`src/rtl/alu_6502_pkg.sv`:
```
// Shared types for the 6502 ALU sequencer: ALU bus modes, instruction codes, P bit indices and FSM states.
package alu_6502_pkg;

    typedef enum logic [2:0] {
        ALU_OR  = 3'b000,
        ALU_AND = 3'b001,
        ALU_XOR = 3'b010,
        ALU_ADD = 3'b011,
        ALU_SHL = 3'b100,
        ALU_SHR = 3'b101
    } alu_mode_t;

    // Codes 4'hD..4'hF are illegal and have no enumerator.
    typedef enum logic [3:0] {
        OP_ORA = 4'h0, OP_AND = 4'h1, OP_EOR = 4'h2, OP_ADC = 4'h3,
        OP_SBC = 4'h4, OP_CMP = 4'h5, OP_ASL = 4'h6, OP_LSR = 4'h7,
        OP_ROL = 4'h8, OP_ROR = 4'h9, OP_INC = 4'hA, OP_DEC = 4'hB,
        OP_BIT = 4'hC
    } alu_op_t;

    localparam int P_N = 7;
    localparam int P_V = 6;
    localparam int P_D = 3;
    localparam int P_Z = 1;
    localparam int P_C = 0;

    typedef enum logic [2:0] {
        S_IDLE,
        S_EXEC,
        S_FIX_LO,
        S_FIX_HI,
        S_DONE
    } state_t;

endpackage

```
`src/rtl/alu_sequencer_6502_if.sv`:
```
// Decoder handshake and ALU bus bundle; slave is the sequencer, master is the environment (decoder + ALU).
interface alu_sequencer_6502_if;
    import alu_6502_pkg::*;

    logic        start;
    logic        ready;
    logic [3:0]  op;
    logic [7:0]  operand_a;
    logic [7:0]  operand_b;
    logic [7:0]  p_in;
    logic        done;
    logic [7:0]  result;
    logic        write_result;
    logic [7:0]  p_out;
    alu_mode_t   alu_mode;
    logic [8:0]  alu_a;
    logic [8:0]  alu_b;
    logic [8:0]  alu_result;

    modport master (
        output start, op, operand_a, operand_b, p_in, alu_result,
        input  ready, done, result, write_result, p_out, alu_mode, alu_a, alu_b
    );

    modport slave (
        input  start, op, operand_a, operand_b, p_in, alu_result,
        output ready, done, result, write_result, p_out, alu_mode, alu_a, alu_b
    );
endinterface

```
`src/rtl/alu_sequencer_6502_flag.sv`:
```
// flag_calc_6502: combinational result/status update from the latched instruction and the ALU pass results.
module flag_calc_6502
    import alu_6502_pkg::*;
(
    input  logic [3:0] op,
    input  logic [7:0] operand_a,
    input  logic [1:0] b_top,
    input  logic [7:0] p_in,
    input  logic       bin_r7,
    input  logic [8:0] final_result,
    output logic [7:0] result,
    output logic [7:0] p_out,
    output logic       write_result
);
    logic b7_eff;
    logic v_flag;
    logic z_flag;

    // Overflow compares against the operand actually fed to the adder, so SBC uses the inverted B bit.
    assign b7_eff = (op == OP_SBC) ? ~b_top[1] : b_top[1];
    assign v_flag = (operand_a[7] == b7_eff) && (bin_r7 != operand_a[7]);
    assign z_flag = (final_result[7:0] == 8'h00);

    always_comb begin
        result       = final_result[7:0];
        p_out        = p_in;
        write_result = 1'b1;
        case (op)
            OP_ORA, OP_AND, OP_EOR, OP_INC, OP_DEC: begin
                p_out[P_N] = final_result[7];
                p_out[P_Z] = z_flag;
            end
            OP_ADC, OP_SBC: begin
                p_out[P_N] = final_result[7];
                p_out[P_Z] = z_flag;
                p_out[P_C] = final_result[8];
                p_out[P_V] = v_flag;
            end
            OP_CMP: begin
                p_out[P_N]   = final_result[7];
                p_out[P_Z]   = z_flag;
                p_out[P_C]   = final_result[8];
                write_result = 1'b0;
            end
            OP_ASL, OP_LSR, OP_ROL, OP_ROR: begin
                p_out[P_N] = final_result[7];
                p_out[P_Z] = z_flag;
                p_out[P_C] = final_result[8];
            end
            OP_BIT: begin
                p_out[P_N]   = b_top[1];
                p_out[P_V]   = b_top[0];
                p_out[P_Z]   = z_flag;
                write_result = 1'b0;
            end
            default: begin
                result       = operand_a;
                write_result = 1'b0;
            end
        endcase
    end
endmodule

```
`src/rtl/alu_sequencer_6502.sv`:
```
// 6502 ALU sequencer: drives the shared ALU for one instruction and returns result and new P.
// Define DECIMAL_MODE_EN to add the BCD fix passes for ADC/SBC when P.D is set.
module alu_sequencer_6502
    import alu_6502_pkg::*;
(
    input  logic                 clk,
    input  logic                 reset_n,
    alu_sequencer_6502_if.slave  bus
);
    state_t     state, state_next;
    logic [3:0] op_q;
    logic [7:0] a_q, b_q, p_q;
    logic [7:0] result_q, p_out_q;
    logic       write_q;
    logic [7:0] calc_result, calc_p;
    logic       calc_write;
    logic       bin_r7;
    logic [8:0] final_result;
    logic       dec_op;

`ifdef DECIMAL_MODE_EN
    logic [8:0] bin_q, fix_q;
    logic [7:0] b_eff, lo_corr, hi_corr;
    logic       is_sbc, half_carry, hi_fix, dec_carry;

    assign is_sbc     = (op_q == OP_SBC);
    assign dec_op     = p_q[P_D] && ((op_q == OP_ADC) || is_sbc);
    assign b_eff      = is_sbc ? ~b_q : b_q;
    assign half_carry = a_q[4] ^ b_eff[4] ^ bin_q[4];
    assign hi_fix     = (fix_q[7:0] > 8'h99) || bin_q[8] || fix_q[8];
    assign lo_corr    = is_sbc ? (half_carry ? 8'h00 : 8'hFA)
                               : (((bin_q[3:0] > 4'd9) || half_carry) ? 8'h06 : 8'h00);
    assign hi_corr    = is_sbc ? (bin_q[8] ? 8'h00 : 8'hA0) : (hi_fix ? 8'h60 : 8'h00);
    // SBC keeps the binary borrow; ADC reports carry whenever the high-nibble fix fired.
    assign dec_carry  = is_sbc ? bin_q[8] : hi_fix;
    assign bin_r7       = (state == S_FIX_HI) ? bin_q[7] : bus.alu_result[7];
    assign final_result = (state == S_FIX_HI) ? {dec_carry, bus.alu_result[7:0]} : bus.alu_result;
`else
    assign dec_op       = 1'b0;
    assign bin_r7       = bus.alu_result[7];
    assign final_result = bus.alu_result;
`endif

    always_comb begin
        state_next   = state;
        bus.alu_mode = ALU_OR;
        bus.alu_a    = 'x;
        bus.alu_b    = 'x;
        case (state)
            S_IDLE: if (bus.start) state_next = S_EXEC;
            S_EXEC: begin
                state_next = dec_op ? S_FIX_LO : S_DONE;
                case (op_q)
                    OP_ORA: begin bus.alu_mode = ALU_OR;  bus.alu_a = {1'bx, a_q}; bus.alu_b = {1'bx, b_q}; end
                    OP_AND, OP_BIT: begin
                        bus.alu_mode = ALU_AND; bus.alu_a = {1'bx, a_q}; bus.alu_b = {1'bx, b_q};
                    end
                    OP_EOR: begin bus.alu_mode = ALU_XOR; bus.alu_a = {1'bx, a_q}; bus.alu_b = {1'bx, b_q}; end
                    OP_ADC: begin bus.alu_mode = ALU_ADD; bus.alu_a = {p_q[P_C], a_q}; bus.alu_b = {1'bx, b_q}; end
                    OP_SBC: begin bus.alu_mode = ALU_ADD; bus.alu_a = {p_q[P_C], a_q}; bus.alu_b = {1'bx, ~b_q}; end
                    OP_CMP: begin bus.alu_mode = ALU_ADD; bus.alu_a = {1'b1, a_q}; bus.alu_b = {1'bx, ~b_q}; end
                    OP_INC: begin bus.alu_mode = ALU_ADD; bus.alu_a = {1'b0, a_q}; bus.alu_b = {1'bx, 8'h01}; end
                    OP_DEC: begin bus.alu_mode = ALU_ADD; bus.alu_a = {1'b0, a_q}; bus.alu_b = {1'bx, 8'hFF}; end
                    OP_ASL: begin bus.alu_mode = ALU_SHL; bus.alu_a = {1'b0, a_q}; end
                    OP_ROL: begin bus.alu_mode = ALU_SHL; bus.alu_a = {p_q[P_C], a_q}; end
                    OP_LSR: begin bus.alu_mode = ALU_SHR; bus.alu_a = {1'b0, a_q}; end
                    OP_ROR: begin bus.alu_mode = ALU_SHR; bus.alu_a = {p_q[P_C], a_q}; end
                    default: ;
                endcase
            end
`ifdef DECIMAL_MODE_EN
            S_FIX_LO: begin
                state_next   = S_FIX_HI;
                bus.alu_mode = ALU_ADD;
                bus.alu_a    = {1'b0, bin_q[7:0]};
                bus.alu_b    = {1'bx, lo_corr};
            end
            S_FIX_HI: begin
                state_next   = S_DONE;
                bus.alu_mode = ALU_ADD;
                bus.alu_a    = {1'b0, fix_q[7:0]};
                bus.alu_b    = {1'bx, hi_corr};
            end
`endif
            S_DONE:  state_next = S_IDLE;
            default: state_next = S_IDLE;
        endcase
    end

    // Outputs are loaded on the final pass and held until the next instruction completes.
    always_ff @(posedge clk) begin
        if (!reset_n) begin
            state    <= S_IDLE;
            result_q <= 8'h00;
            p_out_q  <= 8'h00;
            write_q  <= 1'b0;
        end else begin
            state <= state_next;
            if (state_next == S_DONE) begin
                result_q <= calc_result;
                p_out_q  <= calc_p;
                write_q  <= calc_write;
            end
        end
    end

    always_ff @(posedge clk) begin
        if (bus.start && (state == S_IDLE)) begin
            op_q <= bus.op;
            a_q  <= bus.operand_a;
            b_q  <= bus.operand_b;
            p_q  <= bus.p_in;
        end
`ifdef DECIMAL_MODE_EN
        if (state == S_EXEC)   bin_q <= bus.alu_result;
        if (state == S_FIX_LO) fix_q <= bus.alu_result;
`endif
    end

    flag_calc_6502 u_flag (
        .op           (op_q),
        .operand_a    (a_q),
        .b_top        (b_q[7:6]),
        .p_in         (p_q),
        .bin_r7       (bin_r7),
        .final_result (final_result),
        .result       (calc_result),
        .p_out        (calc_p),
        .write_result (calc_write)
    );

    assign bus.ready        = (state == S_IDLE);
    assign bus.done         = (state == S_DONE);
    assign bus.result       = result_q;
    assign bus.p_out        = p_out_q;
    assign bus.write_result = write_q;
endmodule

```
`src/flat_wrapper.sv`:
```
// flat-port wrapper written by rule: the top's interface ports become plain ports
module alu_sequencer_6502_flat import alu_6502_pkg::*;
  (clk, reset_n, bus_start, bus_op, bus_operand_a, bus_operand_b, bus_p_in, bus_alu_result, bus_ready, bus_done, bus_result, bus_write_result, bus_p_out, bus_alu_mode, bus_alu_a, bus_alu_b);
  alu_sequencer_6502_if bus_i ();
  input  logic clk;
  input  logic reset_n;
  input wire logic [$bits(bus_i.start)-1:0] bus_start;
  input wire logic [$bits(bus_i.op)-1:0] bus_op;
  input wire logic [$bits(bus_i.operand_a)-1:0] bus_operand_a;
  input wire logic [$bits(bus_i.operand_b)-1:0] bus_operand_b;
  input wire logic [$bits(bus_i.p_in)-1:0] bus_p_in;
  input wire logic [$bits(bus_i.alu_result)-1:0] bus_alu_result;
  output wire logic [$bits(bus_i.ready)-1:0] bus_ready;
  output wire logic [$bits(bus_i.done)-1:0] bus_done;
  output wire logic [$bits(bus_i.result)-1:0] bus_result;
  output wire logic [$bits(bus_i.write_result)-1:0] bus_write_result;
  output wire logic [$bits(bus_i.p_out)-1:0] bus_p_out;
  output wire logic [$bits(bus_i.alu_mode)-1:0] bus_alu_mode;
  output wire logic [$bits(bus_i.alu_a)-1:0] bus_alu_a;
  output wire logic [$bits(bus_i.alu_b)-1:0] bus_alu_b;
  assign bus_i.start = bus_start;
  assign bus_i.op = bus_op;
  assign bus_i.operand_a = bus_operand_a;
  assign bus_i.operand_b = bus_operand_b;
  assign bus_i.p_in = bus_p_in;
  assign bus_i.alu_result = bus_alu_result;
  assign bus_ready = bus_i.ready;
  assign bus_done = bus_i.done;
  assign bus_result = bus_i.result;
  assign bus_write_result = bus_i.write_result;
  assign bus_p_out = bus_i.p_out;
  assign bus_alu_mode = bus_i.alu_mode;
  assign bus_alu_a = bus_i.alu_a;
  assign bus_alu_b = bus_i.alu_b;
  alu_sequencer_6502 u_core (.clk(clk), .reset_n(reset_n), .bus(bus_i));
endmodule
```
`config.mk`:
```
export PLATFORM = sky130hd
export DESIGN_NAME = alu_sequencer_6502_flat
export DESIGN_NICKNAME = d
export VERILOG_FILES = /design/src/rtl/alu_6502_pkg.sv /design/src/rtl/alu_sequencer_6502_if.sv /design/src/rtl/alu_sequencer_6502_flag.sv /design/src/rtl/alu_sequencer_6502.sv /design/src/flat_wrapper.sv
export SDC_FILE = /design/constraint.sdc
export NUM_CORES = 1
export LEC_CHECK = 0
export BUFFER_PORTS_ARGS = -buffer_cell sky130_fd_sc_hd__buf_2
export CORE_AREA = 2 2 73 75
export CTS_BUF_LIST = sky130_fd_sc_hd__clkbuf_4
export DETAILED_ROUTE_END_ITERATION = 10
export DIE_AREA = 0 0 75 77
export PLACE_DENSITY = 0.82
export SYNTH_ARGS = -nofsm -noshare
export SYNTH_HDL_FRONTEND = slang
export SYNTH_SLANG_ARGS = --single-unit
```
`constraint.sdc`:
```
create_clock -name clk -period 4.5 [get_ports clk]
set_input_delay 0.225 -clock clk [delete_from_list [all_inputs] [get_ports clk]]
set_output_delay 0.225 -clock clk [all_outputs]
set_load 0.1 [all_outputs]
```
==> impl_results.md <==
* Non-Filler Instances at 348
* Clock share of power at around 22%
* Post-Place Cells at 336
* Clock Skews at 0.01752 ns
* Commonest cells after routing, fill and taps aside: buf_2 (78), nand2_1 (28), edfxtp_1 (28)
* Total GRT Usage at 16.90%
* Die H at ~77 µm
* I/O Pins at 80
* DR vias/cell at 5.072
* # diodes at 0
* CP startpoint: u_core.op_q[3]$_DFFE_PP_
* CP endpoint: bus_alu_b[7]
* Placer Congestion at roughly 0.76
* Inserted Clock Buffers at 5
* Initial antenna violation count at 0
* R2R setup slack at 2.19 ns
* Clock root cell: clkbuf_4
* Die ar. at 5775 µm²
* Slew Limit Fails at 0
* Fmax at 0.3808 GHz
* Fin Setup TNS at 0 ns
* CP required at approximately 4.3 ns
* Clk sink count at 48
* Core region area at around 5000 µm²
* Number of global-route vias before repair at 1662
* Initial DRC Count at 122
* Primary FF master, synth: edfxtp_1
* Layout cells sized above 1 at 32.37%
* DPL Wire Length at between 3 and 4 mm
* Final Cell Area at ~2700 µm²
* Final WL at 4.676 mm
* CTS tree: done
* Sequential share of power at 55.7%
* CP startpoint kind: flop
* RSZ-0062 raised after global routing: false
* Post-route ant nets at 0
* Cell Pwr Density at ~330 nW/µm²
* CTS Buffer Depth at 2
* Port bufs at 78
* Hold WC Path Type: primary input to flop
* Fraction of registers with async set/reset at 0%
* Max FO, Critical Path at 21
* Max VDD drop at 0.2310 mV
* Hold path depth at 1
* Die Wd at roughly 75 µm
* Relative max-transition margin at 25.90%
* Final worst path period share at 58.35%
* Switch Pwr at 0.2997 mW
* Critical Path Sink Type: output pin
* Mapped Cells at 199
* Synth warn at 0
* Reg2reg end: u_core.bus.result[6]$_SDFFE_PN0N_
* Static Leak at around 1.2 nW
* Setup CP Type: flop to output pin
* Nets at 317
* Power share of the combinational group at a little over a fifth
* WL per Instance at ~13 µm
* Area added between synthesis and finish at 23.80%
* Max cap viols at 0
* DRC Markers at 0
* Int Power at 0.5954 mW
* Yosys cell types at 38
* Reg clk slew, reported paths at about 0.14 ns
* Area after DPL at 2590 µm²
* Fill count at 441
* Initial core utilization at 43.61%
* #FFs+latches synth at 48
* Sw Share at 33.48%
* Most common cell after layout, fill and taps aside: buf_2
* Mapped cell area at ~2200 µm²
* Worst Reg2Reg Path Length in Cells at 4
* Register area share after synthesis at 57.18%
* Status: finished clean
* Endpoints failing setup at 0
* Largest net degree at the start of global routing at 29
* Global route overflow at 0
* Row cnt at 26
* EDFF count, synth at 28
* Final hold violation count at 0
* H-tree depth at 2
* First-pass GRT wire length at 7.548 mm
* Worst R2R Start: u_core.op_q[1]$_DFFE_PP_
* First drt pass iteration count at 4
* Worst Max-Slew Pin Slew at 1.107 ns
* Via count at 1765
* Fin crit period at 2.626 ns
* Post-CTS setup buffers at 0
* Clk_lat worst skew at about 0.36 ns
* Arr. time, crit path at approximately 2.4 ns
* Avg Cell Area, Syn at 10.91 µm²
[how the worst min path moves through the flow]
stage | from | to | slack, ns
4_1_cts | bus_p_in[3] | u_core.p_q[3]$_DFFE_PP_ | 0.006
3_5_place_dp | bus_p_in[1] | u_core.p_q[1]$_DFFE_PP_ | 0.40
6_report | bus_operand_a[6] | u_core.a_q[6]$_DFFE_PP_ | 0.02
5_1_grt | bus_operand_a[4] | u_core.a_q[4]$_DFFE_PP_ | 0.005
3_3_place_gp | bus_operand_a[0] | u_core.a_q[0]$_DFFE_PP_ | 0.40
2_1_floorplan | bus_operand_a[0] | u_core.a_q[0]$_DFFE_PP_ | 0.32
[metrics by stage]
step,utilization (%),hold slack (ns),power [mW],setup slack (ns)
after floorplan,-,0.3239,0.6618,0.6954
after global placement,52.04,0.4014,0.6999,2.264
after detailed placement,52.04,0.4031,0.7028,2.188
after CTS,53.19,0.006414,0.9014,1.881
after global routing,54.00,0.005188,0.9294,1.728
final,54.00,0.02223,0.8951,1.874
[routing by layer]
layer  share of wire [%]  wire length [µm]  global-route usage [%]
met1                  43              2020                   21.64
met2                  48              2259                   26.14
met3                 6.3               293                   4.862
met4                 2.2               103                   7.500
met5                   0                 0                       0
[power by group through the flow]
stage	sequential [mW]	combinational (mW)	clock (mW)
after floorplan	0.554	0.108	0
after global placement	0.507	0.192	0
after detailed placement	0.508	0.195	0
after CTS	0.498	0.195	0.208
after global routing	0.501	0.207	0.221
final	0.499	0.197	0.200
[logic make-up after synthesis]
kind of cell | after synthesis | synth area share (%)
AND/OR/NAND/NOR | 63 | 14.58
multiplexers | 13 | 6.225
flip-flops | 48 | 57.18
buffers and inverters | 19 | 4.265
other | 1 | 0.1727
AO/OA/AOI/OAI | 54 | 17.18
XOR/XNOR | 1 | 0.4035
[cell usage after synthesis, types with 2 or more instances]
cell / instances / area share [%]
clkbuf_1: 5 / 0.86
buf_2: 5 / 1.2
o211ai_1: 9 / 3.1
and3_1: 2 / 0.58
nor2_1: 8 / 1.4
a21boi_0: 5 / 1.7
nand3_1: 3 / 0.69
o21ai_0: 13 / 3.0
o22ai_1: 2 / 0.58
nor2b_1: 11 / 3.2
a21oi_1: 9 / 2.1
inv_1: 6 / 1.0
dfxtp_1: 20 / 18
nor4_1: 2 / 0.58
mux2i_1: 11 / 5.1
nor3_1: 3 / 0.69
edfxtp_1: 28 / 39
nor3b_1: 2 / 0.69
nand2_1: 28 / 4.8
o211a_1: 8 / 3.7
buf_4: 2 / 0.69
[worst max-delay path, cell delays in order (launching register included)]
cell	delay, ns
edfxtp_1	0.68
nor2b_1	0.29
mux2i_2	0.41
nand2_1	0.10
o211ai_1	0.11
buf_2	0.46
[layout make-up]
class | count | area (µm²) | area share [%]
Clock inverter | 2 | 12.51 | 0.4655
Clock buffer | 6 | 45.04 | 1.676
Multi-Input combinational cell | 133 | 840.8 | 31.28
Inverter | 6 | 22.52 | 0.8380
Tap cell | 70 | 87.58 | 3.259
Timing Repair Buffer | 83 | 437.9 | 16.29
Sequential cell | 48 | 1241 | 46.18
[registers in the layout, summed over array words and instances (netlist names)]
name / flops
u_core.a_q: 8
u_core.b_q: 8
u_core.bus.p_out: 8
u_core.bus.result: 8
u_core.p_q: 8
u_core.op_q: 4
u_core.state: 3
u_core.bus.write_result: 1
[what timing repair did]
item	4_1_cts	5_1_grt
endpoints found under the setup margin	0	0
endpoints found under the hold margin	0	4
hold buffers	0	4
resized for setup	0	0
Power figures use the tool's default switching activity.
